===== config.mk =====
export PLATFORM = sky130hd
export DESIGN_NAME = prog_loader
export DESIGN_NICKNAME = d
export VERILOG_FILES = /design/src/rtl/prog_loader.sv
export SDC_FILE = /design/constraint.sdc
export NUM_CORES = 1
export LEC_CHECK = 0
export ABC_AREA = 0
export CAP_MARGIN = 20
export CORE_MARGIN = 8
export CORE_UTILIZATION = 35
export DETAILED_ROUTE_END_ITERATION = 16
export PLACE_DENSITY_LB_ADDON = 0.3
export SLEW_MARGIN = 5
export SYNTH_ARGS = -nofsm -noshare
export SYNTH_HDL_FRONTEND = slang
export SYNTH_SLANG_ARGS = --single-unit

===== constraint.sdc =====
create_clock -name clk -period 2.9 [get_ports clk]
set_input_delay 0.58 -clock clk [delete_from_list [all_inputs] [get_ports clk]]
set_output_delay 0.58 -clock clk [all_outputs]
set_load 0.02 [all_outputs]

===== src/rtl/prog_loader.sv =====
// -----------------------------------------------------------------------------
// prog_loader
//   Program-loading front end for the n1 CPU core. Receives a framed byte
//   stream over a valid/ready handshake, packs pairs of bytes (high byte first)
//   into 16-bit words, and writes them sequentially into the CPU RAM write port.
//   Once the whole frame has been received, a trailing 8-bit checksum is
//   verified. The CPU is held in reset from load_start until a frame loads
//   cleanly.
//
//   Frame: 0xA5, LEN, {hi,lo} x LEN, CHK
//          CHK = (LEN + sum of all data bytes) mod 256
//
// Ports
//   clk, rst_n            clock, synchronous active-low reset
//   load_start            one-cycle pulse, begins or restarts a load
//   rx_data/rx_valid      incoming byte stream
//   rx_ready              a byte is accepted on a cycle with rx_valid && rx_ready
//   ram_we/addr/wdata     RAM write port, one strobe per assembled word
//   cpu_hold              CPU reset request, high while loading or after failure
//   busy                  FSM is inside a frame (SYNC..CHECK)
//   done                  level, last frame loaded with a good checksum
//   error/err_code        level, last frame failed; 1=length 2=checksum 3=timeout
// -----------------------------------------------------------------------------
module prog_loader #(
    parameter int ADDR_BITS   = 7,
    parameter int RAM_WORDS   = 127,
    parameter int TIMEOUT_CYC = 1024
) (
    input  logic                 clk,
    input  logic                 rst_n,
    input  logic                 load_start,
    input  logic [7:0]           rx_data,
    input  logic                 rx_valid,
    output logic                 rx_ready,
    output logic                 ram_we,
    output logic [ADDR_BITS-1:0] ram_addr,
    output logic [15:0]          ram_wdata,
    output logic                 cpu_hold,
    output logic                 busy,
    output logic                 done,
    output logic                 error,
    output logic [1:0]           err_code
);

    localparam int          TMO_W     = $clog2(TIMEOUT_CYC + 1);
    localparam logic [TMO_W-1:0] TMO_LAST = TMO_W'(TIMEOUT_CYC - 1);
    localparam logic [8:0]  MAX_LEN   = 9'(RAM_WORDS);
    localparam logic [7:0]  SYNC_BYTE = 8'hA5;

    localparam logic [1:0]  E_LEN = 2'd1;
    localparam logic [1:0]  E_CHK = 2'd2;
    localparam logic [1:0]  E_TMO = 2'd3;

    typedef enum logic [2:0] {
        S_IDLE,
        S_SYNC,
        S_LEN,
        S_HI,
        S_LO,
        S_CHECK,
        S_DONE,
        S_ERR
    } state_t;

    state_t                 state;
    logic [7:0]             len_q;      // word count of current frame
    logic [7:0]             hi_q;       // high byte of the word being assembled
    logic [7:0]             csum;       // running 8-bit modular checksum
    logic [ADDR_BITS-1:0]   widx;       // index of the next word to write
    logic [TMO_W-1:0]       tmo_cnt;    // idle cycles since last accept / state entry

    logic                   in_frame;
    logic                   tmo_state;
    logic                   accept;
    logic                   last_word;
    logic                   len_bad;

    // Ready and busy are pure decodes of the state register, so they stay
    // high back-to-back through a frame and the stream never stalls.
    assign in_frame  = (state == S_SYNC) || (state == S_LEN) || (state == S_HI) ||
                       (state == S_LO)   || (state == S_CHECK);
    assign tmo_state = (state == S_LEN) || (state == S_HI) ||
                       (state == S_LO)  || (state == S_CHECK);
    assign rx_ready  = in_frame;
    assign busy      = in_frame;
    assign accept    = rx_valid && rx_ready;

    // Compared at 9 bits so widx + 1 can reach LEN without overflowing.
    assign last_word = (9'(len_q) == (9'(widx) + 9'd1));
    assign len_bad   = (rx_data == 8'd0) || (9'(rx_data) > MAX_LEN);

    always_ff @(posedge clk) begin
        if (!rst_n) begin
            state     <= S_IDLE;
            len_q     <= '0;
            hi_q      <= '0;
            csum      <= '0;
            widx      <= '0;
            tmo_cnt   <= '0;
            ram_we    <= 1'b0;
            ram_addr  <= '0;
            ram_wdata <= '0;
            cpu_hold  <= 1'b0;
            done      <= 1'b0;
            error     <= 1'b0;
            err_code  <= '0;
        end else begin
            // Write strobe is a single-cycle pulse; a write registered on the
            // previous cycle still lands even if load_start arrives now.
            ram_we <= 1'b0;

            if (load_start) begin
                // Restart wins over everything, including a coincident byte.
                state    <= S_SYNC;
                cpu_hold <= 1'b1;
                done     <= 1'b0;
                error    <= 1'b0;
                err_code <= '0;
                tmo_cnt  <= '0;
            end else begin
                // Idle watchdog: cleared by any accepted byte, and outside the
                // counting states, so every state entry starts from zero.
                if (tmo_state && !accept) begin
                    if (tmo_cnt == TMO_LAST) begin
                        state    <= S_ERR;
                        error    <= 1'b1;
                        err_code <= E_TMO;
                        tmo_cnt  <= '0;
                    end else begin
                        tmo_cnt <= tmo_cnt + 1'b1;
                    end
                end else begin
                    tmo_cnt <= '0;
                end

                if (accept) begin
                    case (state)
                        S_SYNC: begin
                            // Anything other than the sync byte is dropped.
                            if (rx_data == SYNC_BYTE) state <= S_LEN;
                        end

                        S_LEN: begin
                            if (len_bad) begin
                                state    <= S_ERR;
                                error    <= 1'b1;
                                err_code <= E_LEN;
                            end else begin
                                len_q <= rx_data;
                                csum  <= rx_data;
                                widx  <= '0;
                                state <= S_HI;
                            end
                        end

                        S_HI: begin
                            hi_q  <= rx_data;
                            csum  <= csum + rx_data;
                            state <= S_LO;
                        end

                        S_LO: begin
                            csum      <= csum + rx_data;
                            ram_we    <= 1'b1;
                            ram_addr  <= widx;
                            ram_wdata <= {hi_q, rx_data};
                            widx      <= widx + 1'b1;
                            state     <= last_word ? S_CHECK : S_HI;
                        end

                        S_CHECK: begin
                            if (rx_data == csum) begin
                                state    <= S_DONE;
                                done     <= 1'b1;
                                cpu_hold <= 1'b0;
                            end else begin
                                state    <= S_ERR;
                                error    <= 1'b1;
                                err_code <= E_CHK;
                            end
                        end

                        default: ;
                    endcase
                end
            end
        end
    end

endmodule

==> results.yml, run 1 <==
outcome:
  status: "finished clean"
critical_path:
  worstSetupPathType: "in -> reg"
  reg2reg_depth: 7
  crit_top_cell: "a21oi_1"
  cp-start-kind: "input pin"
  cp.arrival_ns: 2.74
  regToRegSetupSlack_ns: 0.49
  required_ns: 3.14
  end_kind: "flop"
  rr_startpoint: "widx[0]"
  critPathBufInv: 2
  crit_chain: "clkdlybuf4s50_1 > inv_1 > fa_1 > nand2b_1 > a21oi_1 > o21ai_0 > and4_1 > a211oi_1 > a21oi_1"
  crit_family: "buffers and inverters"
  cp_num_cells: 9
  crit_path_max_fanout: 7
  critPathCapture: "csum[6]"
  r2r-end: "state[1]"
  crit_slowest_cell: "clkdlybuf4s50_1"
  cpPeakStageDelay_ns: 0.63
  cp-startpoint: "rx_data[1]"
finish:
  diodes: 0
  syn2layout_area_growth_pct: 22.9
  post-route-util_pct: 44.3
  stdcell_area_um2: 4350
  fill_cells: 1015
  seq_area_um2: 1480
  multi_input_area_um2: 1910
  layout.cells.non_filler: 612
  layout-drive-gt1-share_pct: 8.56
  fin_nets: 496
detailed_routing:
  routed_wl_um: 8950
  route.detailed.drc: 0
  detail-route-antenna-nets: 0
  vias_per_cell: 5.08
  firstDrtPassIters: 4
  vias: 3106
  drt_iter0_drc: 154
  wire_per_inst_um: 14.6
clock_tree:
  clock_path_buffers: 2
  tritoncts: "yes"
  ctsResizeCount: 0
  cts-buffers-inserted: 9
  cts_hold_buf: 0
  post_cts_buffers: 0
  clock_latency_ns: 0.35
  cts_max_level: 3
  clock-root-buffer: "clkbuf_8"
  numClockSinks: 74
  path_clk_slew_ns: 0.08
global_route:
  overflow: 0
  antenna_found_initial: 0
  grt_max_degree: 50
  grt_usage_pct: 13.9
  grt_first_pass_wirelength_um: 14900
  grt_pass1_vias: 3007
power_and_ir_drop:
  power_density_nw_per_um2: 477
  irDropWorstVdd_uv: 305
  total_power_w: 0.00208
  p_leak_nw: 1.53
floorplanning:
  start_util_pct: 36.1
  dieHeight_um: 117
  num_io_pins: 43
  fp.dieW_um: 117
  fp-row-count: 36
  core_area_um2: 9820
  die-area_um2: 13600
sta:
  fin_crit_sh_pct: 86.1
  relSlewSlack_pct: 64.2
  worst_slew_pin_slew_ns: 0.536
  finClkSkew_ns: 0.00790
  drv_slew: 0
  finalHoldViolCount: 0
  fin_crit_ns: 2.50
  setup_viol: 0
  fmax_ghz: 0.400
  rsz0062_at_grt: "no"
  tns_ns: 0
synthesis:
  postSynthNetCount: 452
  avgSynthCellArea_um2: 8.24
  syn_inst: 430
  syn_area_um2: 3540
  synth-edff-count: 0
  synth_ff_type: "dfxtp_1"
  synth_cell_types: 51
  yosysWarnings: 0
  ys_ff_latch: 74
  ys_seq_area_share_pct: 41.8
  async_flop_share_pct: 0
placed_design:
  gp_congestion: 0.833
  io_buffers: 42
  dp_hpwl_um: 6400
  dpl_cell_area_um2: 4120
  dpl.cell_count: 596
min_path:
  hold_class: "reg -> reg"
run:
  cap_viol_max_count: 0
## worst min-delay path: cells and delay by family, from the launching register on
family,cells,cell delay [ns]
flip-flops,1,0.31
AND/OR/NAND/NOR,1,0.05
AO/OA/AOI/OAI,1,0.05
## metal layers
metal / vias up / GRT usage [%] / share of wire (%)
li1: 1580 / - / -
met1: 1453 / 16.1 / 43
met2: 61 / 23.7 / 50
met3: 12 / 3.62 / 5.0
met4: 0 / 6.48 / 2.0
met5: - / 0 / 0
## synthesized netlist by cell type (all sizes together), types with 3 or more instances
cell type	number	area, um^2
o211a	4	47.6
nor3	10	60.1
nand2b	5	31.3
o21ai	20	100
clkbuf	15	56.3
xnor2	11	96.3
xor2	8	70.1
nand4	4	25.0
nor2b	3	21.3
or3	5	36.3
and3	4	25.0
mux2i	18	180
a211oi	7	70.1
nor3b	3	22.5
buf	8	53.8
a21oi	37	185
nand3	17	85.1
inv	11	41.3
nor2	56	210
a31oi	9	56.3
nand2	69	259
ha	9	113
dfxtp	74	1480
## where the power goes
group	total, W	internal (W)	switching (W)
Combinational	0.000128	0.0000516	0.0000764
Clock	0.000921	0.000509	0.000412
Sequential	0.00103	0.00102	0.00000709
Total	0.00208	0.00158	0.000495
## kinds of logic (layout without fill, tap and decap cells)
family | Yosys count | count (layout) | synth area share, %
adder cells (fa/ha/maj) | 10 | 10 | 3.74
flip-flops | 74 | 74 | 41.8
AO/OA/AOI/OAI | 91 | 91 | 16.7
multiplexers | 18 | 18 | 5.09
buffers and inverters | 34 | 83 | 4.27
XOR/XNOR | 19 | 19 | 4.70
AND/OR/NAND/NOR | 184 | 184 | 23.6
## worst min-delay path by stage
stage	startpoint	end	slack, ns	depth (start not counted)
global route	ram_wdata[0]	ram_wdata[0]	0.48	2
detailed placement	len_q[7]	len_q[7]	0.44	2
finish	hi_q[4]	ram_wdata[12]	0.46	2
global placement	len_q[7]	len_q[7]	0.43	2
floorplan	len_q[7]	len_q[7]	0.42	2
CTS	hi_q[6]	ram_wdata[14]	0.46	2
## registers in the layout, summed over array words and instances, names as in the netlist
name / cells
ram_wdata: 16
tmo_cnt: 11
csum: 8
hi_q: 8
len_q: 8
ram_addr: 7
widx: 7
state: 3
err_code: 2
cpu_hold: 1
done: 1
error: 1
ram_we: 1
## through the flow
step	hold WS [ns]	setup slack, ns
after global routing	0.478	0.226
after CTS	0.456	0.393
after global placement	0.431	0.0730
after detailed placement	0.436	0.0435
final	0.456	0.402
after floorplan	0.419	0.797
## final cells by class
| class | count | area share (%) |
|---|---|---|
| multi-input cells | 322 | 43.9 |
| flip-flops and latches | 74 | 34.0 |
| repair buffers | 56 | 12.1 |
| well taps | 133 | 3.82 |
| clock buffers | 10 | 3.16 |
| clock inverters | 6 | 2.07 |
| inverters | 11 | 0.949 |
## cell usage in the layout (no fill, tap or decap), types with 14 or more instances in the layout
cell             count
dfxtp_1             74
buf_4               14
nand2_1             69
o21ai_0             20
mux2i_1             18
nor2_1              56
a21oi_1             37
nand3_1             17
clkdlybuf4s50_1     42
Note: power is estimated with default switching activity, not from simulation.
==> inputs of run 2 (changes only) <==
--- a/config.mk
+++ b/config.mk
@@ -11,7 +11,9 @@
 export CORE_UTILIZATION = 35
 export DETAILED_ROUTE_END_ITERATION = 16
 export PLACE_DENSITY_LB_ADDON = 0.3
+export SETUP_SLACK_MARGIN = 0.02
 export SLEW_MARGIN = 5
 export SYNTH_ARGS = -nofsm -noshare
 export SYNTH_HDL_FRONTEND = slang
 export SYNTH_SLANG_ARGS = --single-unit
+export TNS_END_PERCENT = 30
==> constraint.sdc (replaced) <==
create_clock -name clk -period 2.3 [get_ports clk]
set_input_delay 0.46 -clock clk [delete_from_list [all_inputs] [get_ports clk]]
set_output_delay 0.46 -clock clk [all_outputs]
set_load 0.02 [all_outputs]
==> run 2 against run 1 <==
Net effect: wire length shrank 0.31%; first-iteration DRC count shrank 24%; flip-flop and latch count is the same; worst hold slack lost 0.0060 ns; clock skew is essentially flat; largest cell class unchanged.
==> results.yml, run 2 (synthesis results as in run 1) <==
global_route:
  grtUsageMet2_pct: 23.7
  overflow: 0
  grt_pass1_vias: 3223
  grt_usage_pct: 14.0
  grt_max_degree: 31
  grt_first_pass_wirelength_um: 15200
  grt.met1_usage_pct: 16.8
  antenna_found_initial: 0
  grt_use_met3_pct: 3.46
  grt_busiest_layer: "met2"
sta:
  worst_slew_pin_slew_ns: 0.426
  tns_ns: 0
  relSlewSlack_pct: 71.6
  drv_slew: 0
  fin_crit_ns: 2.20
  fmax_ghz: 0.455
  finalHoldViolCount: 0
  fin_crit_sh_pct: 95.6
  rsz0062_at_grt: "no"
  finClkSkew_ns: 0.00797
  setup_viol: 0
clock_tree:
  cts_max_level: 3
  numClockSinks: 74
  cts-buffers-inserted: 9
  tritoncts: "yes"
  clock_latency_ns: 0.34
  clock_path_buffers: 2
  post_cts_buffers: 0
  path_clk_slew_ns: 0.08
  clock-root-buffer: "clkbuf_8"
detailed_routing:
  drt_iter0_drc: 117
  detail-route-antenna-nets: 0
  vias: 3208
  route.detailed.drc: 0
  firstDrtPassIters: 6
  routed_wl_um: 8930
  vias_per_cell: 5.05
  wire_per_inst_um: 14.1
run:
  cap_viol_max_count: 0
finish:
  regMostFlops: "ram_wdata"
  final_cell_mix: "72 x dfxtp_1, 69 x nand2_1, 56 x nor2_1"
  reg_top3: "ram_wdata (16), tmo_cnt (11)"
  layout-drive-gt1-share_pct: 14.1
  layout.cells.non_filler: 635
  fill_cells: 1017
  largest_reg_flops: 16
  post-route-util_pct: 46.4
  layout_commonest_cell: "dfxtp_1"
  fin_nets: 519
  stdcell_area_um2: 4560
  diodes: 0
  syn2layout_area_growth_pct: 28.6
floorplanning:
  fp-row-count: 36
  fp.dieW_um: 117
  dieHeight_um: 117
  start_util_pct: 36.1
  core_area_um2: 9820
  num_io_pins: 43
  die-area_um2: 13600
power_and_ir_drop:
  irDropWorstVdd_uv: 282
  power_density_nw_per_um2: 554
  p_leak_nw: 1.68
placed_design:
  dp_hpwl_um: 6670
  dpl_cell_area_um2: 4300
  dpl.cell_count: 619
  io_buffers: 42
  gp_congestion: 0.866
critical_path:
  end_kind: "flop"
  critPathCapture: "err_code[1]"
  required_ns: 2.53
  rr_startpoint: "widx[0]"
  regToRegSetupSlack_ns: 0.20
  cp.arrival_ns: 2.43
  cpPeakStageDelay_ns: 0.51
  cp_num_cells: 8
  crit_slowest_cell: "clkdlybuf4s50_1"
  crit_top_cell: "nor3_1"
  crit_path_max_fanout: 4
  crit_family: "simple AND/OR/NAND/NOR gates"
  r2r-end: "state[1]"
  critPathBufInv: 1
  crit_chain: "clkdlybuf4s50_1 > ha_1 > nor3_1 > nand3_1 > and3_1 > nand2_1 > nor3b_1 > nor3_1"
  cp-start-kind: "input pin"
  cp-startpoint: "rx_data[2]"
  worstSetupPathType: "in -> reg"
  reg2reg_depth: 7
outcome:
  status: "finished clean"
min_path:
  hold_class: "reg -> reg"
## run 2: cell types whose count changed in the layout (fill, tap and decap cells not counted), moves of 2 or more
| cell | change |
|---|---|
| a211oi_2 | +2 |
| clkbuf_1 | +2 |
| dlymetal6s2s_1 | +4 |
| clkinv_4 | -2 |
| dfxtp_1 | -2 |
| a211oi_1 | -2 |
| dfxtp_2 | +2 |
| o21ai_0 | -2 |
| clkdlybuf4s50_1 | -4 |
| o21ai_1 | +2 |
| buf_4 | +23 |
## run 2: final cells by class
class                           instances  area (um^2)  area share (%)
Clock inverter                          3         46.3            1.02
Inverter                               11         41.3           0.906
Clock buffer                           13          159            3.49
Tap cell                              133          166            3.65
Sequential cell                        74         1480            32.6
Multi-Input combinational cell        322         1950            42.8
Timing Repair Buffer                   79          708            15.5
## run 2: metrics by stage
stage / setup WS [ns] / power (W) / hold WS [ns]
after floorplan: 0.317 / 0.00141 / 0.419
after global placement: -0.300 / 0.00151 / 0.434
after detailed placement: -0.329 / 0.00151 / 0.435
after CTS: 0.0177 / 0.00256 / 0.449
after global routing: 0.0311 / 0.00263 / 0.478
final: 0.101 / 0.00253 / 0.450
## run 2: worst min path at each step
stage	cells past startpoint	to	from	slack (ns)
final	2	len_q[7]	len_q[7]	0.45
after global routing	2	ram_wdata[10]	hi_q[2]	0.48
after CTS	2	len_q[7]	len_q[7]	0.45
after detailed placement	2	len_q[7]	len_q[7]	0.44
after global placement	2	len_q[7]	len_q[7]	0.43
after floorplan	2	len_q[7]	len_q[7]	0.42
## run 2: power by group
group | total [W] | leakage [nW] | switching (W) | internal [W]
combinational | 0.000192 | 0.987 | 0.000108 | 0.0000840
clock | 0.00104 | 0.100 | 0.000476 | 0.000566
sequential | 0.00129 | 0.598 | 0.00000563 | 0.00129
## run 2: timing repair
item,in CTS,in global routing
pin swaps,0,2
resized for setup,2,14
setup endpoints to repair,3,12
hold buffers,0,0
## run 2: metal layers
layer / vias to the layer above / part of all wire [%] / wire length [um]
met4: 0 / 1.2 / 110
li1: 1620 / - / -
met5: - / 0 / 0
met2: 57 / 48 / 4310
met1: 1520 / 46 / 4080
met3: 11 / 4.8 / 426
## run 2: worst reg2reg max path: cells and delay by family (launching register included)
family,cells,cell delay (ns)
AO/OA/AOI/OAI,3,0.62
adder cells (fa/ha/maj),1,0.25
AND/OR/NAND/NOR,3,0.76
flip-flops,1,0.35
==> inputs of run 3 (changes only) <==
--- a/config.mk
+++ b/config.mk
@@ -7,12 +7,14 @@
 export LEC_CHECK = 0
 export ABC_AREA = 0
 export CAP_MARGIN = 20
+export CELL_PAD_IN_SITES_DETAIL_PLACEMENT = 0
+export CELL_PAD_IN_SITES_GLOBAL_PLACEMENT = 1
 export CORE_MARGIN = 8
 export CORE_UTILIZATION = 35
 export DETAILED_ROUTE_END_ITERATION = 16
 export PLACE_DENSITY_LB_ADDON = 0.3
 export SETUP_SLACK_MARGIN = 0.02
-export SLEW_MARGIN = 5
+export SLEW_MARGIN = 10
 export SYNTH_ARGS = -nofsm -noshare
 export SYNTH_HDL_FRONTEND = slang
 export SYNTH_SLANG_ARGS = --single-unit
==> constraint.sdc (replaced) <==
create_clock -name clk -period 2.4 [get_ports clk]
set_input_delay 0.48 -clock clk [delete_from_list [all_inputs] [get_ports clk]]
set_output_delay 0.48 -clock clk [all_outputs]
set_load 0.02 [all_outputs]
==> run 3 against run 2 <==
Net effect: register-to-register slack better by 0.08 ns; via count shrank 1.9%; non-clock buffer count is 2 lower; global-route usage is 0.10 points higher; die area stayed put; clock skew increased by 0.0012 ns; first-iteration DRC count up 26%; critical path type unchanged; critical endpoint is now widx[3].
==> results.yml, run 3 (synthesis results as in run 1) <==
outcome:
  status: "finished clean"
sta:
  setup_viol: 0
  worst_slew_pin_slew_ns: 0.546
  relSlewSlack_pct: 63.6
  fin_crit_sh_pct: 95.3
  finalHoldViolCount: 0
  fmax_ghz: 0.437
  finClkSkew_ns: 0.00921
  fin_crit_ns: 2.29
  drv_slew: 0
  rsz0062_at_grt: "no"
power_and_ir_drop:
  power_density_nw_per_um2: 579
  p_leak_nw: 1.67
  irDropWorstVdd_uv: 387
  total_power_w: 0.00264
clock_tree:
  clock_latency_ns: 0.35
  cts_max_level: 3
  clock-root-buffer: "clkbuf_8"
  cts_hold_buf: 0
  clock_path_buffers: 2
  path_clk_slew_ns: 0.07
  tritoncts: "yes"
  numClockSinks: 74
  cts-buffers-inserted: 9
  post_cts_buffers: 0
floorplanning:
  dieHeight_um: 117
  start_util_pct: 36.1
  fp.dieW_um: 117
  fp-row-count: 36
  die-area_um2: 13600
  core_area_um2: 9820
  num_io_pins: 43
critical_path:
  cp.arrival_ns: 2.50
  crit_path_max_fanout: 9
  cp-start-kind: "input pin"
  worstSetupPathType: "in -> reg"
  end_kind: "flop"
  required_ns: 2.61
finish:
  syn2layout_area_growth_pct: 29.0
  final_cell_mix: "71 x dfxtp_1, 69 x nand2_1, 56 x nor2_1"
  fin_nets: 517
  diodes: 0
  largest_reg_flops: 16
  layout_commonest_cell: "dfxtp_1"
  post-route-util_pct: 46.5
  reg_top3: "ram_wdata (16), tmo_cnt (11)"
  regMostFlops: "ram_wdata"
  layout-drive-gt1-share_pct: 14.0
detailed_routing:
  drt_iter0_drc: 148
  vias: 3146
  vias_per_cell: 4.97
  firstDrtPassIters: 5
  route.detailed.drc: 0
  wire_per_inst_um: 14.5
  routed_wl_um: 9210
  detail-route-antenna-nets: 0
global_route:
  antenna_found_initial: 0
  grt_usage_pct: 14.1
  overflow: 0
  grt_first_pass_wirelength_um: 15100
  grt_pass1_vias: 3042
  grt_max_degree: 50
placed_design:
  gp_congestion: 0.893
  io_buffers: 42
  dp_hpwl_um: 6720
min_path:
  hold_class: "reg -> reg"
run:
  cap_viol_max_count: 0
[run 3: cell types whose count changed in the layout (fill, tap and decap cells not counted), sizes merged]
cell / previous run / this run
bufinv: 1 / 3
clkbuf: 13 / 12
inv: 12 / 11
dlymetal6s2s: 4 / 1
buf: 37 / 35
clkdlybuf4s50: 38 / 41
[run 3: final cells by class]
class / instances / area [um^2]
Timing Repair Buffer: 77 / 686
Sequential cell: 74 / 1490
Tap cell: 133 / 166
Fill cell: 1007 / 5250
Clock inverter: 4 / 97.6
Multi-Input combinational cell: 322 / 1940
Clock buffer: 12 / 155
Inverter: 11 / 41.3
[run 3: metrics by stage]
step | hold WS [ns] | worst slack, ns | area, um^2 | std cells | TNS (ns)
CTS | 0.448 | 0.0359 | 4530 | 632 | 0
detailed placement | 0.435 | -0.244 | 4270 | 616 | -4.29
global placement | 0.433 | -0.228 | 4270 | 616 | -3.51
global route | 0.476 | 0.0235 | 4570 | 633 | 0
floorplan | 0.419 | 0.397 | 3540 | 430 | 0
finish | 0.446 | 0.114 | 4570 | 633 | 0
[run 3: what timing repair did]
item / CTS / global route
setup endpoints to repair: 1 / 6
resized for setup: 1 / 9
pin swaps: 0 / 1
[run 3: report_power, final]
group	switching (W)	internal [W]	leakage [nW]	total, W
Combinational	0.000103	0.0000801	0.945	0.000183
Clock	0.000470	0.000749	0.123	0.00122
Sequential	0.00000829	0.00123	0.598	0.00124
[run 3: path summary, 6_finish.rpt]
| path | startpoint | to | slack (ns) | cells past startpoint |
|---|---|---|---|---|
| worst max-delay path | rx_data[1] | widx[3] | 0.11 | 6 |
| worst min-delay path | len_q[7] | len_q[7] | 0.45 | 2 |
| worst max register to register | widx[1] | state[1] | 0.28 | 7 |
| worst min register to register | len_q[7] | len_q[7] | 0.45 | 2 |
[run 3: metal layers]
layer  vias to the layer above  global-route usage [%]  wire (um)
met5                         -                       0          0
met3                         6                    2.95        353
met1                      1474                    17.9       4420
met4                         0                    5.72         93
met2                        51                    23.0       4340
li1                       1615                       -          -
[run 3: critical path, stage by stage]
cell and delay, ns:
clkdlybuf4s50_1 0.52, or4_4 0.59, o211a_1 0.27, o211a_1 0.34, a32oi_1 0.24, nor2_1 0.06
